### src/rtl/alu_exec_unit_if.sv
// alu_exec_unit_if
//   Request/response bundle for alu_exec_unit.
//   master : requester and response consumer (drives req_*, rsp_ready)
//   slave  : the execution unit (drives req_ready, rsp_*)
//   req_valid/req_ready      request handshake
//   req_sel                  0 = ALU op, 1 = shift op
//   req_src1/req_src2        operands; req_src1 is also the shift source
//   req_invertA/req_invertB  ALU operand inversion
//   req_operation            00 AND, 01 OR, 10 ADD, 11 SLT
//   req_leftRight            1 = left shift, 0 = right shift
//   req_shamt                shift amount
//   rsp_valid/rsp_ready      response handshake
//   rsp_result/rsp_zero/rsp_overflow  result and flags
interface alu_exec_unit_if;
  logic        req_valid;
  logic        req_ready;
  logic        req_sel;
  logic [31:0] req_src1;
  logic [31:0] req_src2;
  logic        req_invertA;
  logic        req_invertB;
  logic [1:0]  req_operation;
  logic        req_leftRight;
  logic [4:0]  req_shamt;
  logic        rsp_valid;
  logic        rsp_ready;
  logic [31:0] rsp_result;
  logic        rsp_zero;
  logic        rsp_overflow;

  modport master (
    output req_valid, req_sel, req_src1, req_src2, req_invertA, req_invertB,
           req_operation, req_leftRight, req_shamt, rsp_ready,
    input  req_ready, rsp_valid, rsp_result, rsp_zero, rsp_overflow
  );

  modport slave (
    input  req_valid, req_sel, req_src1, req_src2, req_invertA, req_invertB,
           req_operation, req_leftRight, req_shamt, rsp_ready,
    output req_ready, rsp_valid, rsp_result, rsp_zero, rsp_overflow
  );
endinterface

### src/rtl/alu_exec_unit.sv
// alu_exec_unit
//   Single-issue ALU / bit-serial shifter with valid/ready request and
//   response handshakes. ALU ops complete one edge after accept; shifts
//   take shamt+1 edges (one bit per edge).
//   clk      sole clock, rising edge
//   rst_n    asynchronous active-low reset
//   bus      alu_exec_unit_if.slave request/response bundle
//   op_count count of completed response handshakes (wraps)
module alu_exec_unit #(
  parameter int unsigned CNT_W = 16
) (
  input  logic             clk,
  input  logic             rst_n,
  alu_exec_unit_if.slave   bus,
  output logic [CNT_W-1:0] op_count
);

  localparam logic [1:0] IDLE  = 2'd0;
  localparam logic [1:0] EXEC  = 2'd1;
  localparam logic [1:0] SHIFT = 2'd2;
  localparam logic [1:0] RESP  = 2'd3;

  localparam logic [1:0] OP_AND = 2'b00;
  localparam logic [1:0] OP_OR  = 2'b01;
  localparam logic [1:0] OP_ADD = 2'b10;
  localparam logic [1:0] OP_SLT = 2'b11;

  logic [1:0]  state;
  logic [31:0] opa_q;      // src1 for ALU ops, working register for shifts
  logic [31:0] opb_q;
  logic        inv_a_q;
  logic        inv_b_q;
  logic [1:0]  op_q;
  logic        left_q;
  logic [4:0]  countdown;

  logic [31:0] a_p;
  logic [31:0] b_p;
  logic [31:0] sum;
  logic        ovf;
  logic [31:0] alu_res;
  logic        alu_ovf;

  always_comb begin
    a_p     = inv_a_q ? ~opa_q : opa_q;
    b_p     = inv_b_q ? ~opb_q : opb_q;
    // invertB doubles as the carry-in so that invertB+ADD is a subtract
    sum     = a_p + b_p + {31'b0, inv_b_q};
    ovf     = (a_p[31] == b_p[31]) && (sum[31] != a_p[31]);
    alu_res = '0;
    alu_ovf = 1'b0;
    case (op_q)
      OP_AND: alu_res = a_p & b_p;
      OP_OR:  alu_res = a_p | b_p;
      OP_ADD: begin
        alu_res = sum;
        alu_ovf = ovf;
      end
      OP_SLT: alu_res = {31'b0, sum[31] ^ ovf};
      default: alu_res = '0;
    endcase
  end

  always_ff @(posedge clk or negedge rst_n) begin
    if (!rst_n) begin
      state            <= IDLE;
      bus.req_ready    <= 1'b0;
      bus.rsp_valid    <= 1'b0;
      bus.rsp_result   <= '0;
      bus.rsp_zero     <= 1'b0;
      bus.rsp_overflow <= 1'b0;
      op_count         <= '0;
      countdown        <= '0;
      opa_q            <= '0;
      opb_q            <= '0;
      inv_a_q          <= 1'b0;
      inv_b_q          <= 1'b0;
      op_q             <= OP_AND;
      left_q           <= 1'b0;
    end else begin
      case (state)
        IDLE: begin
          if (bus.req_valid && bus.req_ready) begin
            opa_q         <= bus.req_src1;
            opb_q         <= bus.req_src2;
            inv_a_q       <= bus.req_invertA;
            inv_b_q       <= bus.req_invertB;
            op_q          <= bus.req_operation;
            left_q        <= bus.req_leftRight;
            bus.req_ready <= 1'b0;
            if (bus.req_sel) begin
              countdown <= bus.req_shamt;
              state     <= SHIFT;
            end else begin
              countdown <= '0;
              state     <= EXEC;
            end
          end else begin
            // first edge out of reset lands here and raises req_ready
            bus.req_ready <= 1'b1;
          end
        end
        EXEC: begin
          bus.rsp_result   <= alu_res;
          bus.rsp_zero     <= (alu_res == '0);
          bus.rsp_overflow <= alu_ovf;
          bus.rsp_valid    <= 1'b1;
          state            <= RESP;
        end
        SHIFT: begin
          if (countdown != '0) begin
            opa_q     <= left_q ? {opa_q[30:0], 1'b0} : {1'b0, opa_q[31:1]};
            countdown <= countdown - 5'd1;
          end else begin
            bus.rsp_result   <= opa_q;
            bus.rsp_zero     <= (opa_q == '0);
            bus.rsp_overflow <= 1'b0;
            bus.rsp_valid    <= 1'b1;
            state            <= RESP;
          end
        end
        RESP: begin
          if (bus.rsp_ready) begin
            bus.rsp_valid <= 1'b0;
            bus.req_ready <= 1'b1;
            op_count      <= op_count + CNT_W'(1);
            state         <= IDLE;
          end
        end
        default: state <= IDLE;
      endcase
    end
  end

endmodule
### src/flat_wrapper.sv
// flat-port wrapper written by rule: the top's interface ports become plain ports
module alu_exec_unit_flat 
#(
  parameter int unsigned CNT_W = 16
)
  (clk, rst_n, op_count, bus_req_valid, bus_req_sel, bus_req_src1, bus_req_src2, bus_req_invertA, bus_req_invertB, bus_req_operation, bus_req_leftRight, bus_req_shamt, bus_rsp_ready, bus_req_ready, bus_rsp_valid, bus_rsp_result, bus_rsp_zero, bus_rsp_overflow);
  alu_exec_unit_if bus_i ();
  input  logic clk;
  input  logic rst_n;
  output logic [CNT_W-1:0] op_count;
  input wire logic [$bits(bus_i.req_valid)-1:0] bus_req_valid;
  input wire logic [$bits(bus_i.req_sel)-1:0] bus_req_sel;
  input wire logic [$bits(bus_i.req_src1)-1:0] bus_req_src1;
  input wire logic [$bits(bus_i.req_src2)-1:0] bus_req_src2;
  input wire logic [$bits(bus_i.req_invertA)-1:0] bus_req_invertA;
  input wire logic [$bits(bus_i.req_invertB)-1:0] bus_req_invertB;
  input wire logic [$bits(bus_i.req_operation)-1:0] bus_req_operation;
  input wire logic [$bits(bus_i.req_leftRight)-1:0] bus_req_leftRight;
  input wire logic [$bits(bus_i.req_shamt)-1:0] bus_req_shamt;
  input wire logic [$bits(bus_i.rsp_ready)-1:0] bus_rsp_ready;
  output wire logic [$bits(bus_i.req_ready)-1:0] bus_req_ready;
  output wire logic [$bits(bus_i.rsp_valid)-1:0] bus_rsp_valid;
  output wire logic [$bits(bus_i.rsp_result)-1:0] bus_rsp_result;
  output wire logic [$bits(bus_i.rsp_zero)-1:0] bus_rsp_zero;
  output wire logic [$bits(bus_i.rsp_overflow)-1:0] bus_rsp_overflow;
  assign bus_i.req_valid = bus_req_valid;
  assign bus_i.req_sel = bus_req_sel;
  assign bus_i.req_src1 = bus_req_src1;
  assign bus_i.req_src2 = bus_req_src2;
  assign bus_i.req_invertA = bus_req_invertA;
  assign bus_i.req_invertB = bus_req_invertB;
  assign bus_i.req_operation = bus_req_operation;
  assign bus_i.req_leftRight = bus_req_leftRight;
  assign bus_i.req_shamt = bus_req_shamt;
  assign bus_i.rsp_ready = bus_rsp_ready;
  assign bus_req_ready = bus_i.req_ready;
  assign bus_rsp_valid = bus_i.rsp_valid;
  assign bus_rsp_result = bus_i.rsp_result;
  assign bus_rsp_zero = bus_i.rsp_zero;
  assign bus_rsp_overflow = bus_i.rsp_overflow;
  alu_exec_unit #(.CNT_W(CNT_W)) u_core (.clk(clk), .rst_n(rst_n), .bus(bus_i), .op_count(op_count));
endmodule
### config.mk
export PLATFORM = sky130hd
export DESIGN_NAME = alu_exec_unit_flat
export DESIGN_NICKNAME = d
export VERILOG_FILES = /design/src/rtl/alu_exec_unit_if.sv /design/src/rtl/alu_exec_unit.sv /design/src/flat_wrapper.sv
export SDC_FILE = /design/constraint.sdc
export NUM_CORES = 1
export LEC_CHECK = 0
export ABC_CLOCK_PERIOD_IN_PS = 4100
export CORE_ASPECT_RATIO = 0.6
export CORE_MARGIN = 10
export CORE_UTILIZATION = 57
export DETAILED_ROUTE_END_ITERATION = 8
export GPL_ROUTABILITY_DRIVEN = 0
export PLACE_DENSITY = 0.86
export SYNTH_ARGS = -nofsm -noshare
export SYNTH_HDL_FRONTEND = slang
export SYNTH_SLANG_ARGS = --single-unit
### constraint.sdc
create_clock -name clk -period 4.1 [get_ports clk]
set_input_delay 0.82 -clock clk [delete_from_list [all_inputs] [get_ports clk]]
set_output_delay 0.82 -clock clk [all_outputs]
set_load 0.1 [all_outputs]
==> impl_metrics.csv <==
group,metric,value,unit
status,outcome,"complete, no violations",
floorplan,die_x,190,um
worst_setup_path,crit_buf_inv,2,
min_path,hp-class,"input pin to async pin",
synth,synth_top_area_cell,"dfrtp_1",
drt,ant_nets,0,
floorplan,initial_core_util,57.8,%
synth,ys_types,61,
synth,synth_area_per_cell,8.26,um2
synth,synth_area,9870,um2
synth,yosysWarnings,0,
worst_setup_path,critPathCaptureType,"flip-flop",
clock_network,cts.clk_slew.worst_paths,0.06,ns
global_route,grt_start_max_net_pins,113,
place,pre_cts_slack,0.214,ns
timing,setup_violations,0,
layout,nets,1442,
timing,clock.fmax,0.257,GHz
global_route,track_usage,26.6,%
layout,antenna_cells,0,
clock_network,cts_max_level,4,
timing,max-slew-margin-rel,31.1,%
timing,min_period_over_period,95.0,%
place,portBuffers,130,
drt,drt-pass1-iter-count,7,
clock_network,clock-root-buffer,"clkbuf_16",
worst_setup_path,r2r-end,"u_core.bus.rsp_zero$_DFFE_PN0P_",
clock_network,cts_inserted_buffers,17,
drt,drtIter0Drc,1423,
worst_setup_path,r2r_cells,14,
place,dp_hpwl,22300,um
timing,tns,0,ns
worst_setup_path,cp.required,4.45,ns
timing,skew,0.0126,ns
synth,syn_inst,1195,
global_route,grt_remaining_overflow,0,
run,drv_cap,0,
synth,synth_top_area_share,32.5,%
synth,synth_nets,1345,
drt,vias,9537,
layout,syn_to_final_growth,21.9,%
worst_setup_path,slowest_delay,0.58,ns
synth,async_flop_share,100,%
worst_setup_path,cp_max_fo,13,
timing,finalWorstSetupSlack,0.206,ns
synth,synth_edf_count,0,
layout,drive_gt1_share,8.89,%
floorplan,rows,37,
clock_network,tritoncts,"done",
global_route,grt_pass1_wl,49400,um
worst_setup_path,r2r-start,"u_core.inv_b_q$_DFFE_PN0P_",
worst_setup_path,critPathTopFamily,"compound AO/OA/AOI/OAI gates",
clock_network,ctsHoldBuffers,0,
timing,drv_slew,0,
drt,drc,0,
drt,vias_per_cell,6.20,
drt,routed_wl,31000,um
clock_network,clk_latency,0.44,ns
global_route,antenna_found_initial,1,
drt,wl_per_cell,20.1,um
worst_setup_path,reg2reg_slack,0.21,ns
timing,fin_crit,3.89,ns
synth,ys_top_cells_by_area,"dfrtp_1 (32%), ha_1 (8.9%), xor2_1 (7.0%)",
worst_setup_path,crit_slowest_cell,"dfrtp_4",
synth,synth-seq-cells,128,
floorplan,fp.coreArea,17100,um2
layout,n_fill_cell,1254,
layout,postLayoutCoreUtil,70.4,%
worst_setup_path,startpoint_type,"flip-flop",
floorplan,die-area,23200,um2
layout,stdcell_area,12000,um2
clock_network,cts.path.max_buffers,2,
worst_setup_path,crit_start,"u_core.inv_b_q$_DFFE_PN0P_",
floorplan,die_y,122,um
global_route,grt_pass1_vias,9022,
worst_setup_path,arrival,4.24,ns
floorplan,io_pins,131,
synth,synth_seq_area_share,32.5,%
timing,tightest_slew,1.03,ns
timing,hold_viol,0,
clock_network,cts_num_sinks,128,
synth,synth-main-ff-cell,"dfrtp_1",
worst_setup_path,critPathKind,"flip-flop to flip-flop",
place,place_area,11400,um2
worst_setup_path,path_cells,"buf_4 -> xor2_1 -> ha_1 -> nand2_1 -> nor2_4 -> o211ai_2 -> a311oi_2 -> o21ai_2 -> buf_4 -> nand4_1 -> o2111ai_1 -> nor4b_2 -> nand4_1 -> o31ai_2",
registers in the layout, summed over array words and instances, names as in the netlist:
name,count
u_core.op_count,16
u_core.inv_a_q,1
u_core.bus.rsp_zero,1
u_core.left_q,1
u_core.op_q,2
u_core.bus.req_ready,1
u_core.bus.rsp_valid,1
u_core.bus.rsp_overflow,1
u_core.bus.rsp_result,32
u_core.inv_b_q,1
u_core.state,2
u_core.countdown,5
u_core.opb_q,32
u_core.opa_q,32
synth_stat cells, types with 6 or more instances:
library cell  count
inv_1            80
xnor2_1          22
nand3_1          28
buf_2             6
nor4_1           10
ha_1             70
buf_1             9
xor2_1           79
nor2_1           78
o31ai_1           6
o21ai_1           6
a21o_1            9
and3_1           10
mux2_2           39
nor3_1           18
nand2_1         171
a211oi_1         19
a21oi_1          75
or3_1             6
a31oi_1          15
a221oi_1          8
nand2b_1          7
nand4_1           8
dfrtp_1         128
clkbuf_1         59
o211ai_1          8
o21ai_0         121
mux2i_1          45
layout by cell type, fill, tap and decap left out, types with 3 or more instances in the layout:
master / count
o21ai_0: 120
nand3_1: 27
clkbuf_16: 17
inv_6: 4
nor4_1: 10
buf_4: 20
a21oi_1: 74
o2111ai_1: 4
or3_1: 6
mux2i_1: 45
a22oi_1: 3
a31oi_1: 15
nor2_1: 78
xnor2_1: 22
o31ai_1: 6
or4_1: 3
inv_1: 80
and3_1: 10
o21a_1: 5
a221oi_1: 7
clkinv_4: 5
a21o_1: 9
o211ai_1: 8
o21ai_1: 6
o22ai_1: 3
mux2_2: 39
nand2b_1: 6
a211oi_1: 18
xor2_1: 79
nand2_1: 171
ha_1: 69
nor3_1: 18
dfrtp_1: 126
and2_1: 5
nand4_1: 8
clkdlybuf4s50_1: 129
metal layers:
| metal | up-vias | wire (um) | GRT usage [%] |
|---|---|---|---|
| li1 | 4321 | - | - |
| met1 | 4525 | 13000 | 36.7 |
| met2 | 593 | 13600 | 39.6 |
| met3 | 98 | 3530 | 7.73 |
| met4 | 0 | 825 | 7.50 |
| met5 | - | 0 | 0 |
cells by family after synthesis:
group	synth area share, %
AND/OR/NAND/NOR	15.5
AO/OA/AOI/OAI	18.9
buffers and inverters	5.97
flip-flops	32.5
XOR/XNOR	9.13
multiplexers	9.01
adder cells (fa/ha/maj)	9.08
how the worst max path moves through the flow:
stage | end | slack (ns) | cells past startpoint
after floorplan | u_core.bus.rsp_result[30]$_DFFE_PN0P_ | 0.35 | 15
after CTS | u_core.bus.rsp_zero$_DFFE_PN0P_ | 0.14 | 13
final | u_core.bus.rsp_zero$_DFFE_PN0P_ | 0.21 | 14
after detailed placement | u_core.bus.rsp_zero$_DFFE_PN0P_ | 0.21 | 13
after global placement | u_core.bus.rsp_zero$_DFFE_PN0P_ | 0.40 | 13
after global routing | u_core.bus.rsp_zero$_DFFE_PN0P_ | -0.009 | 13
timing repair:
| action | 4_1_cts | 5_1_grt |
|---|---|---|
| setup endpoints to repair | 0 | 4 |
| setup buffers | 0 | 2 |
| gates resized for setup | 0 | 9 |
cell type report:
| class | instances | area [um2] | area share, % |
|---|---|---|---|
| clock buffer | 17 | 425 | 3.54 |
| clock inverter | 15 | 174 | 1.45 |
| inverter | 81 | 304 | 2.53 |
| multi-input combinational | 912 | 6130 | 51.0 |
| sequential | 128 | 3210 | 26.7 |
| tap | 234 | 293 | 2.43 |
| timing repair buffer | 152 | 1490 | 12.4 |
per-stage QoR:
| stage | cells | hold WS (ns) |
|---|---|---|
| floorplan | 1195 | 0.500 |
| global placement | 1505 | 0.462 |
| detailed placement | 1505 | 0.471 |
| CTS | 1537 | 0.486 |
| global route | 1539 | 0.499 |
| finish | 1539 | 0.467 |
Power is not shown: default switching activity piles up to over one toggle a cycle in this logic, so the estimate is an artifact.
